**config.mk**
```make
export PLATFORM = sky130hd
export DESIGN_NAME = mult25x18_share_arbiter
export DESIGN_NICKNAME = d
export VERILOG_FILES = /design/src/rtl/mult25x18_share_arbiter.sv
export SDC_FILE = /design/constraint.sdc
export NUM_CORES = 1
export LEC_CHECK = 0
export CORE_ASPECT_RATIO = 1.2
export CORE_MARGIN = 3
export CORE_UTILIZATION = 53
export DETAILED_ROUTE_END_ITERATION = 8
export MAX_ROUTING_LAYER = met4
export PLACE_DENSITY = 0.77
export SLEW_MARGIN = 10
export SYNTH_ARGS = -nofsm -noshare
export SYNTH_HDL_FRONTEND = slang
export SYNTH_HIERARCHICAL = 1
export SYNTH_SLANG_ARGS = --single-unit
```
**constraint.sdc**
```tcl
create_clock -name CLK -period 5.3 [get_ports CLK]
set_clock_uncertainty 0.15 [all_clocks]
set_input_delay 0.795 -clock CLK [delete_from_list [all_inputs] [get_ports CLK]]
set_output_delay 0.795 -clock CLK [all_outputs]
set_load 0.005 [all_outputs]
```
**src/rtl/mult25x18_share_arbiter.sv**
```systemverilog
// fifo: generic registered first-word-fallthrough FIFO with occupancy count.
// Latency: a pushed word is visible at the head one clock after the push edge.
// Backpressure: none internally; the writer must never push while full (checked by assertion).
module fifo #(
    parameter int  W     = 8,
    parameter int  DEPTH = 8,
    localparam int AW    = $clog2(DEPTH)
) (
    input  logic         clk,
    input  logic         rst,
    input  logic         wr_vld,
    input  logic [W-1:0] wr_dat,
    output logic         rd_vld,
    input  logic         rd_rdy,
    output logic [W-1:0] rd_dat,
    output logic [AW:0]  count
);
    logic [W-1:0]  mem [DEPTH];
    logic [AW-1:0] wr_ptr;
    logic [AW-1:0] rd_ptr;
    logic          pop;

    assign rd_vld = (count != '0);
    assign rd_dat = mem[rd_ptr];
    assign pop    = rd_vld && rd_rdy;

    always_ff @(posedge clk) begin
        if (wr_vld) begin
            mem[wr_ptr] <= wr_dat;
        end
    end

    always_ff @(posedge clk) begin
        if (rst) begin
            wr_ptr <= '0;
            rd_ptr <= '0;
            count  <= '0;
        end else begin
            if (wr_vld) begin
                wr_ptr <= wr_ptr + AW'(1);
            end
            if (pop) begin
                rd_ptr <= rd_ptr + AW'(1);
            end
            case ({wr_vld, pop})
                2'b10:   count <= count + (AW+1)'(1);
                2'b01:   count <= count - (AW+1)'(1);
                default: count <= count;
            endcase
        end
    end

    overflow_chk: assert property (@(posedge clk) disable iff (rst)
        !(wr_vld && (count == (AW+1)'(DEPTH))))
        else $error("fifo: write while full");
endmodule

// mult25x18_share_arbiter: round-robin sharing of one pipelined 25x18 multiplier among N_REQ requesters.
// Latency: MULT_LAT+1 edges from operand accept to result at the FIFO head; one accept per clock sustained.
// Backpressure: issue is credit-limited by in-flight products plus FIFO occupancy; RES_READY never reaches REQ_READY combinationally.
// Ports: CLK/RST sync active-high; REQ_VALID/REQ_A/REQ_B/REQ_READY per-requester operand handshake (one-hot grant);
//        MULT_A/MULT_B registered multiplier operands, MULT_P product return; RES_VALID/RES_READY/RES_ID/RES_DATA
//        tagged result stream from the FIFO head; BUSY while anything is in flight or queued.
module mult25x18_share_arbiter #(
    parameter int  N_REQ      = 4,
    parameter int  MULT_LAT   = 4,
    parameter int  FIFO_DEPTH = 8,
    localparam int IDW        = $clog2(N_REQ)
) (
    input  logic                CLK,
    input  logic                RST,
    input  logic [N_REQ-1:0]    REQ_VALID,
    input  logic [25*N_REQ-1:0] REQ_A,
    input  logic [18*N_REQ-1:0] REQ_B,
    output logic [N_REQ-1:0]    REQ_READY,
    output logic [24:0]         MULT_A,
    output logic [17:0]         MULT_B,
    input  logic [42:0]         MULT_P,
    output logic                RES_VALID,
    input  logic                RES_READY,
    output logic [IDW-1:0]      RES_ID,
    output logic [42:0]         RES_DATA,
    output logic                BUSY
);
    localparam int FAW = $clog2(FIFO_DEPTH);
    localparam int CW  = $clog2(FIFO_DEPTH + MULT_LAT + 2) + 1;

    typedef struct packed {
        logic [IDW-1:0] id;
        logic [42:0]    prod;
    } res_t;

    logic [24:0]       req_a [N_REQ];
    logic [17:0]       req_b [N_REQ];
    logic [IDW-1:0]    last;
    logic [IDW-1:0]    idx;
    logic [IDW-1:0]    winner;
    logic              found;
    logic              can_issue;
    logic              accept;
    // Stage 0 is aligned with the MULT_A/MULT_B register, so the tag in stage
    // MULT_LAT lines up with the cycle in which MULT_P carries its product.
    logic [MULT_LAT:0] tag_vld;
    logic [IDW-1:0]    tag_id [MULT_LAT+1];
    logic [CW-1:0]     inflight;
    logic [FAW:0]      fcount;
    res_t              fifo_wr;
    res_t              fifo_rd;
    logic              fifo_rd_vld;

    for (genvar g = 0; g < N_REQ; g++) begin : g_unpack
        assign req_a[g] = REQ_A[25*g +: 25];
        assign req_b[g] = REQ_B[18*g +: 18];
    end

    // Search last+1, last+2, ... modulo N_REQ; the first valid requester wins.
    always_comb begin
        idx    = '0;
        winner = '0;
        found  = 1'b0;
        for (int k = 1; k <= N_REQ; k++) begin
            idx = IDW'((int'(last) + k) % N_REQ);
            if (!found && REQ_VALID[idx]) begin
                found  = 1'b1;
                winner = idx;
            end
        end
    end

    // Every tagged product is already committed to a FIFO slot, so credit
    // counts the whole tag pipeline plus what is queued, from registered state only.
    always_comb begin
        inflight = '0;
        for (int s = 0; s <= MULT_LAT; s++) begin
            inflight = inflight + CW'(tag_vld[s]);
        end
    end

    assign can_issue = (inflight + CW'(fcount)) < CW'(FIFO_DEPTH);
    assign accept    = found && can_issue && !RST;

    always_comb begin
        REQ_READY = '0;
        if (accept) begin
            REQ_READY[winner] = 1'b1;
        end
    end

    always_ff @(posedge CLK) begin
        if (RST) begin
            MULT_A  <= '0;
            MULT_B  <= '0;
            last    <= IDW'(N_REQ - 1);
            tag_vld <= '0;
            for (int s = 0; s <= MULT_LAT; s++) begin
                tag_id[s] <= '0;
            end
        end else begin
            tag_vld   <= {tag_vld[MULT_LAT-1:0], accept};
            tag_id[0] <= winner;
            for (int s = 1; s <= MULT_LAT; s++) begin
                tag_id[s] <= tag_id[s-1];
            end
            if (accept) begin
                MULT_A <= req_a[winner];
                MULT_B <= req_b[winner];
                last   <= winner;
            end
        end
    end

    assign fifo_wr = '{id: tag_id[MULT_LAT], prod: MULT_P};

    fifo #(
        .W     ($bits(res_t)),
        .DEPTH (FIFO_DEPTH)
    ) u_res_fifo (
        .clk    (CLK),
        .rst    (RST),
        .wr_vld (tag_vld[MULT_LAT]),
        .wr_dat (fifo_wr),
        .rd_vld (fifo_rd_vld),
        .rd_rdy (RES_READY),
        .rd_dat (fifo_rd),
        .count  (fcount)
    );

    // Storage is not reset, so the head is masked to zero while empty.
    assign RES_VALID = fifo_rd_vld;
    assign RES_ID    = fifo_rd_vld ? fifo_rd.id   : '0;
    assign RES_DATA  = fifo_rd_vld ? fifo_rd.prod : '0;
    assign BUSY      = (tag_vld != '0) || (fcount != '0);
endmodule

```
==> out/summary.txt <==
Sequential cell area: 12280 sq um
Setup CP Type: flop to output pin
Top-area cell type share of the netlist area: 58.59%
RSZ-0062 raised after global routing: false
CP peak stage delay: 540 ps
CTS tree: built
Resize count post-CTS: 0
Clk slew on worst S/H paths: 60 ps
Number of H-tree levels: 2
WP data arrival: 3510 ps
Largest area contributor in the netlist: edfxtp_1
Final Hold Viols: 0
Worst slew margin: 24.77%
Crit. End Element: output pin
Root Buffer: clkbuf_16
Initial antenna violation count: 11
Crit path max-delay family: adder cells
Drt via density: 5.667
Fin util: 68.55%
Hold Path Depth: 1
Post-Syn Nets: 1238
Slew Limit Fails: 0
VDD IR-drop max: 0.2219 mV
Max_cap viols: 0
Mapped Area: 18450 sq um
Post-route DRC: 0
Static Leakage: 0.007915 uW
Synth Instances: 1005
R2r startpoint: u_res_fifo/count[0]$_SDFFE_PP0P_
Multi-input gate area: 5817 sq um
Crit share post-route: 84.07%
Crit start category: flop
Worst hold path startpoint: tag_id[0][5]$_SDFF_PP0_
DRT antenna net count: 0
Grt total ovfl: 0
CTS Buf Count: 42
Routed length per instance: 23.18 um
Setup TNS Final: 0 ps
DRT Pass-1 Iters: 6
Dpl hpwl: 26.47 mm
Fin area: 23420 sq um
Synthesis-stage register bit count: 433
Count leader, synth: edfxtp_1
Setup violations, final: 0
CTS Hold Buffers Added: 0
Fillcell total: 2181
Core area: 34170 sq um
Async set-reset flop share out of synthesis: 0%
Cell Chain, Critical Path: fa_1, inv_1, fa_1, inv_1, ha_1, and3b_1, o21ai_0, nand2_4, nor2_1, and2_1, clkdlybuf4s50_1
Reg-to-Reg End: u_res_fifo/count[3]$_SDFFE_PP0P_
Distinct cells, synth: 43
DP Area: 22020 sq um
Setup Fix Bufs, Post-CTS: 0
First-pass GRT wire length: 64.13 mm
Most used flip-flop cell after synthesis: edfxtp_1
Layout area overhead: 26.92%
DR iter-0 viols: 690
Die Area: 37100 sq um
Final min period: 4455 ps
Vias in the first global route: 10810
Synth area leaders: edfxtp_1 (59%), mux4_1 (13%), dfxtp_1 (7.9%), mux2_2 (5.4%), mux2i_1 (4.8%)
Register area share after synthesis: 66.51%
Global placer's final weighted congestion: 0.8099
Clock network latency to the later pin of the worst-skew pair: 540 ps
Chip Height: 210.4 um
FP Rows: 74
I/O pins: 316
Clk buf depth: 3
Slew @ Worst Pin: 1126 ps
Initial core utilization: 54.01%
Post-Route WL: 42.21 mm
Worst path slowest cell: fa_1
Clock Sinks: 433
YS warnings: 6
Worst Path Required: 4360 ps
Critical path peak fanout: 8
Share of cells above drive strength 1: 13.59%
CP bufs+invs: 3
Post-synth top cells: edfxtp_1 (360), mux4_1 (90), mux2_2 (89), mux2i_1 (89), dfxtp_1 (73)
Syn Area/Cell: 18.36 sq um
Fmax: 224.4 MHz
Tot GR Track Use: 23.61%
WHS Endpoint: tag_id[0][7]$_SDFF_PP0_
Die X: 176.3 um
IO Port Bufs: 315
Post-synth EDFFs: 360
Status: complete, no violations
Via count: 10320
Hold/Removal Path Class: flop to flop
Layout net count: 1555
Worst R2R Setup Slack: 1700 ps
R2R depth: 8
Worst hold margin: 283.0 ps
Largest net degree at the start of global routing: 87
Pwr dens: 324.7 nW/um^2
[cells by family (layout without fill, tap and decap cells)]
logic type               Yosys count  count (layout)  share of synthesized area (%)
buffers and inverters             72             421                          2.360
adder cells (fa/ha/maj)           11              11                         0.8273
AND/OR/NAND/NOR                  155             155                          5.167
AO/OA/AOI/OAI                     60              60                          1.777
flip-flops                       433             433                          66.51
other                              0              11                              0
multiplexers                     268             268                          23.08
XOR/XNOR                           6               6                         0.2848
[layout by cell type, fill, tap and decap left out, types with 9 or more instances in the layout]
master,instances
nor2b_1,13
nor2_1,15
inv_1,9
diode_2,11
mux4_1,90
edfxtp_1,360
clkbuf_1,10
clkbuf_16,43
ha_1,9
and2_1,46
mux2i_1,89
o21ai_1,44
dfxtp_1,70
mux2_2,89
buf_4,19
clkdlybuf4s50_1,314
nand3b_1,43
[how the worst max path moves through the flow]
stage,from,to,slack [ps],cells past startpoint
floorplan,tag_vld[4]$_SDFF_PP0_,u_res_fifo/mem[0][0]$_DFFE_PP_,1010,2
global route,tag_vld[0]$_SDFF_PP0_,REQ_READY[0],660,10
detailed placement,REQ_VALID[1],REQ_READY[3],1270,7
finish,tag_vld[0]$_SDFF_PP0_,REQ_READY[3],840,11
global placement,REQ_VALID[1],REQ_READY[3],1280,7
CTS,tag_vld[0]$_SDFF_PP0_,REQ_READY[3],790,11
[worst register-to-register path, cell delays in order, from the launching register on]
cell	delay [ps]
dfxtp_1	380
or4_2	1220
nand2_1	350
inv_1	110
ha_1	400
nor4b_1	330
o21ai_0	120
o31ai_1	80
mux2_2	350
[registers in the layout (all words and copies together), names as in the netlist, named ones only]
| register | cells |
|---|---|
| tag_id | 10 |
| MULT_B | 18 |
| tag_vld | 5 |
| u_res_fifo/mem | 360 |
| u_res_fifo/wr_ptr | 3 |
| last | 2 |
| u_res_fifo/count | 4 |
| u_res_fifo/rd_ptr | 3 |
| MULT_A | 25 |
[per-layer routing]
layer | wire, um | track usage (%)
met5 | 0 | -
met2 | 21740 | 39.17
met4 | 1047 | 7.046
met1 | 15590 | 27.59
met3 | 3835 | 7.892
[power by group]
part           total (uW)  switching (uW)  internal, uW  leakage, uW
Clock                2960            1210          1750     0.000674
Combinational         837             324           512      0.00339
Sequential           3800            53.6          3750      0.00385
Total                7600            1590          6010      0.00791
[stage by stage]
step                      worst slack, ps  total power (uW)  cells
after floorplan                      1011              4280   1005
after global placement               1281              4701   1734
after detailed placement             1270              4715   1734
after CTS                           790.2              7676   1810
after global routing                662.8              7889   1821
final                               844.5              7604   1821
[layout make-up]
class	count	area share [%]
Timing Repair Buffer	335	14.14
Tap cell	456	2.436
Multi-Input combinational cell	500	24.84
Sequential cell	433	52.44
Inverter	10	0.1603
Clock inverter	22	1.058
Clock buffer	54	4.814
Antenna cell	11	0.1175
(Power assumes the default switching activity.)
